===== config.mk =====
export PLATFORM = sky130hd
export DESIGN_NAME = fb_bank_arbiter
export DESIGN_NICKNAME = d
export VERILOG_FILES = /design/src/rtl/fb_bank_arbiter.sv
export SDC_FILE = /design/constraint.sdc
export NUM_CORES = 1
export LEC_CHECK = 0
export CAP_MARGIN = 30
export CORE_AREA = 3 3 64 66
export DETAILED_ROUTE_END_ITERATION = 8
export DIE_AREA = 0 0 67 69
export PLACE_DENSITY = 0.86
export SYNTH_ARGS = -nofsm -noshare
export SYNTH_HDL_FRONTEND = slang
export SYNTH_SLANG_ARGS = --single-unit

===== constraint.sdc =====
create_clock -name clk -period 2.7 [get_ports clk]
set_clock_uncertainty 0.05 [all_clocks]
set_input_delay 0.675 -clock clk [delete_from_list [all_inputs] [get_ports clk]]
set_output_delay 0.675 -clock clk [all_outputs]
set_load 0.01 [all_outputs]

===== src/rtl/fb_bank_arbiter.sv =====
// rtl/fb_bank_arbiter.sv - double-buffered framebuffer arbiter: display reads, clear engine, pixel writer
// Display reads the front bank; clear engine and writer fill the back bank; swaps land on frame_end.
module fb_bank_arbiter #(
  parameter int ADDR_W = 11,
  parameter int DATA_W = 12,
  parameter logic [DATA_W-1:0] CLEAR_VAL = '0
) (
  input  logic              clk,
  input  logic              rst,
  input  logic              disp_rd_req,
  input  logic [ADDR_W-1:0] disp_rd_addr,
  output logic [DATA_W-1:0] disp_rd_data,
  output logic              disp_rd_valid,
  input  logic              wr_valid,
  input  logic [ADDR_W-1:0] wr_addr,
  input  logic [DATA_W-1:0] wr_data,
  output logic              wr_ready,
  input  logic              swap_req,
  input  logic              frame_end,
  input  logic              clear_req,
  output logic              swap_pending,
  output logic              clearing,
  output logic              clear_done,
  output logic              front_bank,
  output logic              mem_en,
  output logic              mem_we,
  output logic [ADDR_W:0]   mem_addr,
  output logic [DATA_W-1:0] mem_wdata,
  input  logic [DATA_W-1:0] mem_rdata
);

  typedef enum logic {
    IDLE  = 1'b0,
    CLEAR = 1'b1
  } clr_state_t;

  localparam logic [ADDR_W-1:0] LAST_ADDR = '1;

  clr_state_t        state;
  clr_state_t        state_next;
  logic [ADDR_W-1:0] clear_addr;
  logic [ADDR_W-1:0] clear_addr_next;
  logic              clear_done_next;

  logic disp_grant;
  logic clear_grant;
  logic wr_grant;

  assign clearing = (state == CLEAR);

  // Every grant is gated by rst so nothing touches the RAM while in reset.
  assign disp_grant  = !rst && disp_rd_req;
  assign clear_grant = !rst && clearing && !disp_rd_req;
  assign wr_ready    = !rst && !disp_rd_req && !clearing && !swap_pending;
  assign wr_grant    = wr_valid && wr_ready;

  assign disp_rd_data = mem_rdata;

  always_comb begin
    mem_en    = 1'b0;
    mem_we    = 1'b0;
    mem_addr  = '0;
    mem_wdata = '0;
    if (disp_grant) begin
      mem_en   = 1'b1;
      mem_addr = {front_bank, disp_rd_addr};
    end else if (clear_grant) begin
      mem_en    = 1'b1;
      mem_we    = 1'b1;
      mem_addr  = {~front_bank, clear_addr};
      mem_wdata = CLEAR_VAL;
    end else if (wr_grant) begin
      mem_en    = 1'b1;
      mem_we    = 1'b1;
      mem_addr  = {~front_bank, wr_addr};
      mem_wdata = wr_data;
    end
  end

  always_comb begin
    state_next      = state;
    clear_addr_next = clear_addr;
    clear_done_next = 1'b0;
    case (state)
      IDLE: begin
        if (clear_req && !swap_pending) begin
          state_next      = CLEAR;
          clear_addr_next = '0;
        end
      end
      CLEAR: begin
        if (clear_grant) begin
          clear_addr_next = clear_addr + 1'b1;
          if (clear_addr == LAST_ADDR) begin
            state_next      = IDLE;
            clear_done_next = 1'b1;
          end
        end
      end
      default: state_next = IDLE;
    endcase
  end

  always_ff @(posedge clk) begin
    if (rst) begin
      state         <= IDLE;
      clear_addr    <= '0;
      clear_done    <= 1'b0;
      disp_rd_valid <= 1'b0;
    end else begin
      state         <= state_next;
      clear_addr    <= clear_addr_next;
      clear_done    <= clear_done_next;
      disp_rd_valid <= disp_grant;
    end
  end

  // Arming wins over a same-cycle frame_end; a swap never lands while the back bank is being cleared.
  always_ff @(posedge clk) begin
    if (rst) begin
      front_bank   <= 1'b0;
      swap_pending <= 1'b0;
    end else if (swap_req && !swap_pending) begin
      swap_pending <= 1'b1;
    end else if (swap_pending && frame_end && !clearing) begin
      front_bank   <= ~front_bank;
      swap_pending <= 1'b0;
    end
  end

endmodule


## Word-level counts from Yosys, hierarchy flattened

Cells that the tools add are included.

- Add/sub/neg operators: 1
- Eq/ne operators: 3
- Multiplexer cells: 20
- Bitwise operators: 4
- Reductions and logical operators: 19

Operators with widths:

| kind | number |
|---|---|
| 12-bit 2-to-1 mux | 6 |
| 11-bit 2-to-1 mux | 2 |
| 11-bit case mux with 2 select lines | 1 |
| 11-bit by 1-bit adder with 11-bit output (second input constant) | 1 |
| 11-bit == test (second input constant) | 1 |
| 1-bit logical AND | 11 |
| 1-bit 2-to-1 mux | 10 |
| 1-bit logical NOT | 4 |
| 1-bit NOT | 4 |
| 2-bit AND reduction | 2 |
| 3-bit OR reduction | 1 |
| 2-bit by 1-bit inequality test with 1-bit output (second input constant) | 1 |
| 2-bit inequality test (second input constant) | 1 |
| 1-bit case mux with 2 select lines | 1 |
| 2-bit nonzero test | 1 |

- Flip-flop bits (word level): 16
- Input port bits: 53
- Output and inout port bits: 44
- Logic and storage cells: 53

## Depth between registers and ports, before layout

Gate-level depths: netlist of run 1.

- Depth in word-level cells: 8
- Depth in mapped cells: 6

## Worst setup path before layout of run 1

Ideal clock, no wire load.

- Path kind: input -> output
- Start point: input rst
- End point: output mem_addr[1]
- Data arrival time: 1.789 ns
- Data required time: 1.975 ns
- Setup slack: 0.186 ns
- Cell stages on the path: 6
- Path buffers: 2
- Cell sequence: buf_6 nor4_1 and2_1 buf_2 a222oi_1 inv_1

- Longest elaborated chain between the ends: 8

RTL lines:

| what | line | RTL |
|---|---|---|
| from (decl) | 9 | `input logic rst,` |
| 1-bit logical NOT (*) | 52, 53, 54 |  |
| 1-bit logical AND (3 in series) | 54 | `assign wr_ready = !rst && !disp_rd_req && !clearing && !swap_pending;` |
| 1-bit logical AND | 55 | `assign wr_grant = wr_valid && wr_ready;` |
| 12-bit 2-to-1 mux | 72 | `end else if (wr_grant) begin` |
| 12-bit 2-to-1 mux | 67 | `end else if (clear_grant) begin` |
| 12-bit 2-to-1 mux (*) | 64 | `if (disp_grant) begin` |
| to (decl) | 27 | `output logic [ADDR_W:0] mem_addr,` |

Every way passes the cells marked *; elsewhere a longest branch is shown, timed or not.

## Final worst setup path of run 1

- Start point: input rst
- End point: output mem_addr[0]

The elaborated chain is that of the path after synthesis.

==> impl_results.md, run 1 <==
* Initial antenna violation count at 0
* CTS Buf Count at 3
* Detail Route Antenna Nets at 0
* PD cells at 323 nW/µm²
* Fmax at 0.379 GHz
* Clock net sink count at 16
* Seq cells post-synth at 16
* Die H at 69 µm
* Leakage power total at 0.836 nW
* Syn avg cell area at 8.35 µm²
* Max Slew Vio Count at 0
* First-pass DRT Iterations at 5
* H-tree depth at 1
* Sw frac at 0.260
* Overflow after GRT at 0
* Combinational share of power at 0.289
* Syn Nets at 190
* Row count at 22
* Hold depth at 2
* Hold WS at 0.478 ns
* Crit Path Class: primary input to output pin
* Int Pwr at 446 µW
* Yosys warns at 0
* Area leader, netlist: dfxtp_1
* Synth area leaders: dfxtp_1 28%, a222oi_1 9.7%, buf_4 7.9%, and3_1 6.6%, xnor2_1 5.4%
* Netlist cell types at 32
* Worst Path Required at approximately 2 ns
* Syn-to-layout area delta at 64.3%
* Total GRT Usage at 0.154
* Hpwl dp at 2.64 mm
* First-pass GRT wire length at approximately 5.5 mm
* Largest net degree at the start of global routing at 15
* Area fraction of the dominant cell type after synthesis at 0.282
* Largest fanout on the critical path at 6
* I/O pin total at 97
* Vias at between 1k and 1.5k
* Vias in the first global route at 1209
* Total power at between 600 and 700 µW
* Sequential share of power at 0.412
* Hold/Removal Path Class: flip-flop to flip-flop
* Relative slew slack at 0.705
* Chip width at 67 µm
* Core area at 3630 µm²
* Via density at 5.01
* WL/cell at 13.7 µm
* NetSw at 156 µW
* Crit path time final at 2.64 ns
* CTS clk-pin slew, worst paths at 0.06 ns
* Peak VDD IR at 0.256 mV
* Port Buffers at 72
* GPL Wtd Cong at 0.780
* WL final at between 3 and 4 mm
* Leading cell type in the layout, fill and taps excluded: clkdlybuf4s50_1
* Skew-Pair Late Insertion Delay at 0.25 ns
* Filler cells at 356
* Design Area, Final at 1870 µm²
* Post-synthesis sequential area ratio at 0.282
* Placed Area at 1870 µm²
* Cell Area, Synth at 1140 µm²
* DR iter-0 viols at 66
* Max cap viols at 0
* Final hold violations at 0
* Hold bufs inserted after CTS at 0
* Commonest non-fill, non-tap cells in the layout: 42 x clkdlybuf4s50_1, 16 x dfxtp_1, 15 x buf_4
* Slew of the pin with the lowest slew margin at 0.438 ns
* RSZ-0062 raised after global routing: no
* CP peak stage delay at 0.34 ns
* Die ar. at 4620 µm²
* Post-synthesis cell count at 136
* CTS tree: done
* Final #Nets at 260
* Power share of the clock group at 0.298
* Final setup viols at 0
* DRC Markers at 0
* Crit share post-route at 0.976
* R2R cell count at 5
* Worst Setup End Kind: output pin
* Share of layout cells above drive strength 1 at 0.240
* Critical path launch point type: primary input
* Critical-path cell list: clkbuf_4, nor4_4, and2_4, buf_4, a222oi_1, inv_1, dlygate4sd2_1
* Starting density of the core at 0.313
* Clk buf depth at 2
* Critical path's slowest cell: a222oi_1
* Status: complete, no violations
* Root buf cell: clkbuf_8
* CP arrival at 1.91 ns
* Diode count at 0
-- metal layers --
layer / up-vias / global-route usage / share of wire
li1: 622 / - / -
met1: 571 / 0.174 / 0.41
met2: 63 / 0.257 / 0.46
met3: 6 / 0.0586 / 0.12
met4: 0 / 0.0586 / 0.015
met5: - / 0 / 0
-- timing repair --
| item | in CTS | in global routing |
|---|---|---|
| setup endpoints to repair | 27 | 26 |
| buffers inserted | 3 | 0 |
| hold endpoints to repair | 0 | 0 |
| pin swaps | 9 | 3 |
| resized for setup | 71 | 17 |
-- kinds of logic (layout without fill, tap and decap cells) --
family | after synthesis | count (layout) | synth area share
buffers and inverters | 35 | 103 | 0.176
AO/OA/AOI/OAI | 24 | 24 | 0.197
multiplexers | 1 | 1 | 0.00991
AND/OR/NAND/NOR | 49 | 49 | 0.247
XOR/XNOR | 10 | 10 | 0.0771
flip-flops | 16 | 16 | 0.282
adder cells (fa/ha/maj) | 1 | 1 | 0.0110
-- path summary, 6_finish.rpt --
path	start	slack, ns	end
max	rst	0.06	mem_addr[0]
min	clear_addr[9]	0.48	clear_done
max reg2reg	swap_pending	0.78	clear_addr[8]
min reg2reg	clear_addr[9]	0.48	clear_done
-- state kept, by name, indices dropped and copies added (netlist names) --
register	count
clear_done	1
swap_pending	1
front_bank	1
disp_rd_valid	1
clearing	1
clear_addr	11
-- layout make-up --
cell class              count  area [µm²]  share of cell area
repair buffers             87         748               0.401
multi-input cells          85         648               0.347
flip-flops and latches     16         320               0.172
well taps                  48        60.1              0.0322
inverters                  13        48.8              0.0261
clock buffers               3        41.3              0.0221
-- critical path, delay by kind of cell --
kind / cells / cell delay, ns
AO/OA/AOI/OAI: 1 / 0.34
buffers and inverters: 4 / 0.64
AND/OR/NAND/NOR: 2 / 0.24
-- power by group through the flow --
stage | Combinational (mW) | Sequential [mW] | Clock (mW)
final | 0.174 | 0.248 | 0.180
after global routing | 0.189 | 0.249 | 0.199
after CTS | 0.177 | 0.248 | 0.180
after detailed placement | 0.185 | 0.252 | 0
after global placement | 0.182 | 0.252 | 0
after floorplan | 0.0810 | 0.254 | 0
-- cell usage after synthesis (all sizes together) --
library cell and count:
a2111oi 4, a211oi 2, a21oi 3, a222oi 11, and2 1, and3 12, buf 16, clkbuf 6
dfxtp 16, ha 1, inv 13, mux2 1, nand2 6, nand2b 2, nand3 4, nand3b 1
nand4 2, nor2 11, nor2b 1, nor3 2, nor3b 2, nor4 2, o2111ai 1, o21ai 3
or3 1, or3b 2, xnor2 7, xor2 3
-- stage by stage --
stage,utilization,setup TNS [ns],cells,setup WS (ns)
after detailed placement,0.515,-17.70,248,-0.860
after CTS,0.526,0,254,0.000363
after global routing,0.514,0,252,0.00721
final,0.514,0,252,0.0646
after global placement,0.515,-17.70,248,-0.836
after floorplan,-,0,136,0.186
No activity file was read; power rests on OpenSTA's default activity.
==> inputs of run 2 (changes only) <==
MAX_ROUTING_LAYER = met4   (was unset)
==> run 2 against run 1 <==
  * Final cell count is the same
  * Routed wire length is essentially flat
  * Worst setup slack lost 0.0064 ns
  * Design area is the same
  * Clock power is essentially flat
  * Sequential share of layout area is the same
  * Clock-buffer cell count is the same
  * Die area is the same
  * Sequential power is essentially flat
  * Global-route usage grew 0.41 points
  * Fmax shrank 0.24%
  * Largest cell class unchanged
  * Largest power group unchanged
  * Highest routed layer unchanged
==> impl_results.md, run 2 (synthesis gave the netlist of run 1 again) <==
* Status: complete, no violations
* Starting density of the core at 0.313 (unchanged)
* Worst Path Required at 1.98 ns (about the same)
* Skew-Pair Late Insertion Delay at 0.25 ns (about the same)
* Vias at 1262 (unchanged)
* Max Slew Vio Count at 0 (unchanged)
* Share of layout cells above drive strength 1 at 0.240 (unchanged)
* CTS tree: done
* Final hold violations at 0 (unchanged)
* Leading cell type in the layout, fill and taps excluded: clkdlybuf4s50_1
* Clock net sink count at 16 (unchanged)
* Slew of the pin with the lowest slew margin at 0.438 ns (+0.00000107 ns)
* TNS Setup at 0 ns (unchanged)
* First-pass DRT Iterations at 5 (unchanged)
* Overflow after GRT at 0 (unchanged)
* Hold WS at 0.478 ns (+0.000125 ns)
* Crit path time final at 2.64 ns (+0.00642 ns)
* Largest register FFs at 11 (unchanged)
* Hold bufs inserted after CTS at 0 (unchanged)
* Final #Nets at 260 (unchanged)
* Relative slew slack at 0.705 (unchanged)
* Total GRT Usage at 0.158 (+0.00414)
* Fmax at 0.379 GHz (-0.24%)
* Syn-to-layout area delta at 64.3% (unchanged)
* WL final at 3.45 mm (about the same)
* FF-to-FF End: clear_addr[8]
* PD cells at 322 nW/µm² (about the same)
* Multi-input logic area at 648 µm² (unchanged)
* Die H at 69 µm (unchanged)
* Leakage power total at 0.836 nW (unchanged)
* Critical path launch point type: primary input
* Detail Route Antenna Nets at 0 (unchanged)
* CP arrival at 1.92 ns (about the same)
* Via density at 5.01 (unchanged)
* Largest fanout on the critical path at 6 (unchanged)
* WL/cell at 13.7 µm (about the same)
* Commonest non-fill, non-tap cells in the layout: 42 x clkdlybuf4s50_1, 16 x dfxtp_1, 15 x buf_4
* Chip width at 67 µm (unchanged)
* DRC Markers at 0 (unchanged)
* RR Startpoint: swap_pending
* H-tree depth at 1 (unchanged)
* Core area at 3630 µm² (unchanged)
* Register area at 320 µm² (unchanged)
* Crit Path Class: primary input to output pin
* RSZ-0062 raised after global routing: no
* Worst reg2reg setup slack at 0.78 ns (about the same)
* Vias in the first global route at 1209 (unchanged)
* Diode count at 0 (unchanged)
* Filler cells at 356 (unchanged)
* Port Buffers at 72 (unchanged)
* R2R cell count at 5 (unchanged)
* Total power at 602 µW (about the same)
* Row count at 22 (unchanged)
* Root buf cell: clkbuf_8
* Hold depth at 2 (unchanged)
* First-pass GRT wire length at 5.53 mm (unchanged)
* Hpwl dp at 2.64 mm (unchanged)
* GPL Wtd Cong at 0.791 (+1.4%)
* CTS clk-pin slew, worst paths at 0.06 ns (about the same)
* Most flop-heavy register: clear_addr
* Clk buf depth at 2 (unchanged)
* I/O pin total at 97 (unchanged)
* Worst Setup End Kind: output pin
* Hold/Removal Path Class: flip-flop to flip-flop
* Crit share post-route at 0.978 (+0.00238)
* DR iter-0 viols at 66 (unchanged)
* Hold_sp: clear_addr[9]
* Placed Cells at 248 (unchanged)
* Hold Path End: clear_done
* Largest net degree at the start of global routing at 15 (unchanged)
* Final setup viols at 0 (unchanged)
* Max cap viols at 0 (unchanged)
* Peak VDD IR at 0.256 mV (-0.16%)
* CTS Buf Count at 3 (unchanged)
* Die ar. at 4620 µm² (unchanged)
* Initial antenna violation count at 0 (unchanged)
* Fin cells at 252 (unchanged)
## run 2: cell type report
class	count	area share
Clock buffer	3	0.0221
Inverter	13	0.0261
Multi-Input combinational cell	85	0.347
Sequential cell	16	0.172
Tap cell	48	0.0322
Timing Repair Buffer	87	0.401
## run 2: layer usage
layer	vias to the layer above	wire length [µm]	track usage
met5	-	0	-
met4	0	50	0.0586
met3	6	405	0.0570
met2	63	1580	0.257
met1	571	1410	0.175
li1	622	-	-
## run 2: where the power goes
| group | internal (mW) | total [mW] | switching, mW | leakage (nW) |
|---|---|---|---|---|
| registers | 0.242 | 0.248 | 0.00677 | 0.130 |
| clock network | 0.0990 | 0.179 | 0.0804 | 0.0216 |
| logic | 0.105 | 0.174 | 0.0690 | 0.684 |
| total | 0.446 | 0.602 | 0.156 | 0.836 |
## run 2: worst max-delay path by stage
stage,startpoint,endpoint,slack [ns],depth (start not counted)
3_3_place_gp,disp_rd_req,mem_addr[6],-0.84,5
6_report,rst,mem_addr[9],0.06,7
2_1_floorplan,rst,mem_addr[1],0.19,6
4_1_cts,disp_rd_req,mem_addr[11],0.0004,6
3_5_place_dp,disp_rd_req,mem_addr[5],-0.86,5
5_1_grt,rst,mem_addr[0],0.007,7
## run 2: per-stage QoR
step                instance area, µm²  utilization  setup WS (ns)
floorplan                         1140            -          0.186
global placement                  1870        0.515         -0.836
detailed placement                1870        0.515         -0.860
CTS                               1910        0.526       0.000363
global route                      1870        0.514        0.00721
finish                            1870        0.514         0.0582
## run 2: what timing repair did
action | CTS | global route
resized for setup | 71 | 17
buffers inserted | 3 | 0
pin swaps | 9 | 3
endpoints found under the setup margin | 27 | 26
## run 2: worst max-delay path, stage by stage
cell and delay (ns):
clkbuf_4 0.17, nor4_4 0.06, and2_4 0.18, buf_4 0.14, a222oi_1 0.34, inv_1 0.06
dlygate4sd2_1 0.28
==> inputs of run 3 (changes only) <==
GPL_ROUTABILITY_DRIVEN = 0   (was unset)
==> results of run 3 <==
No change in the layout: final DEF, timing and power equal those of run 2.
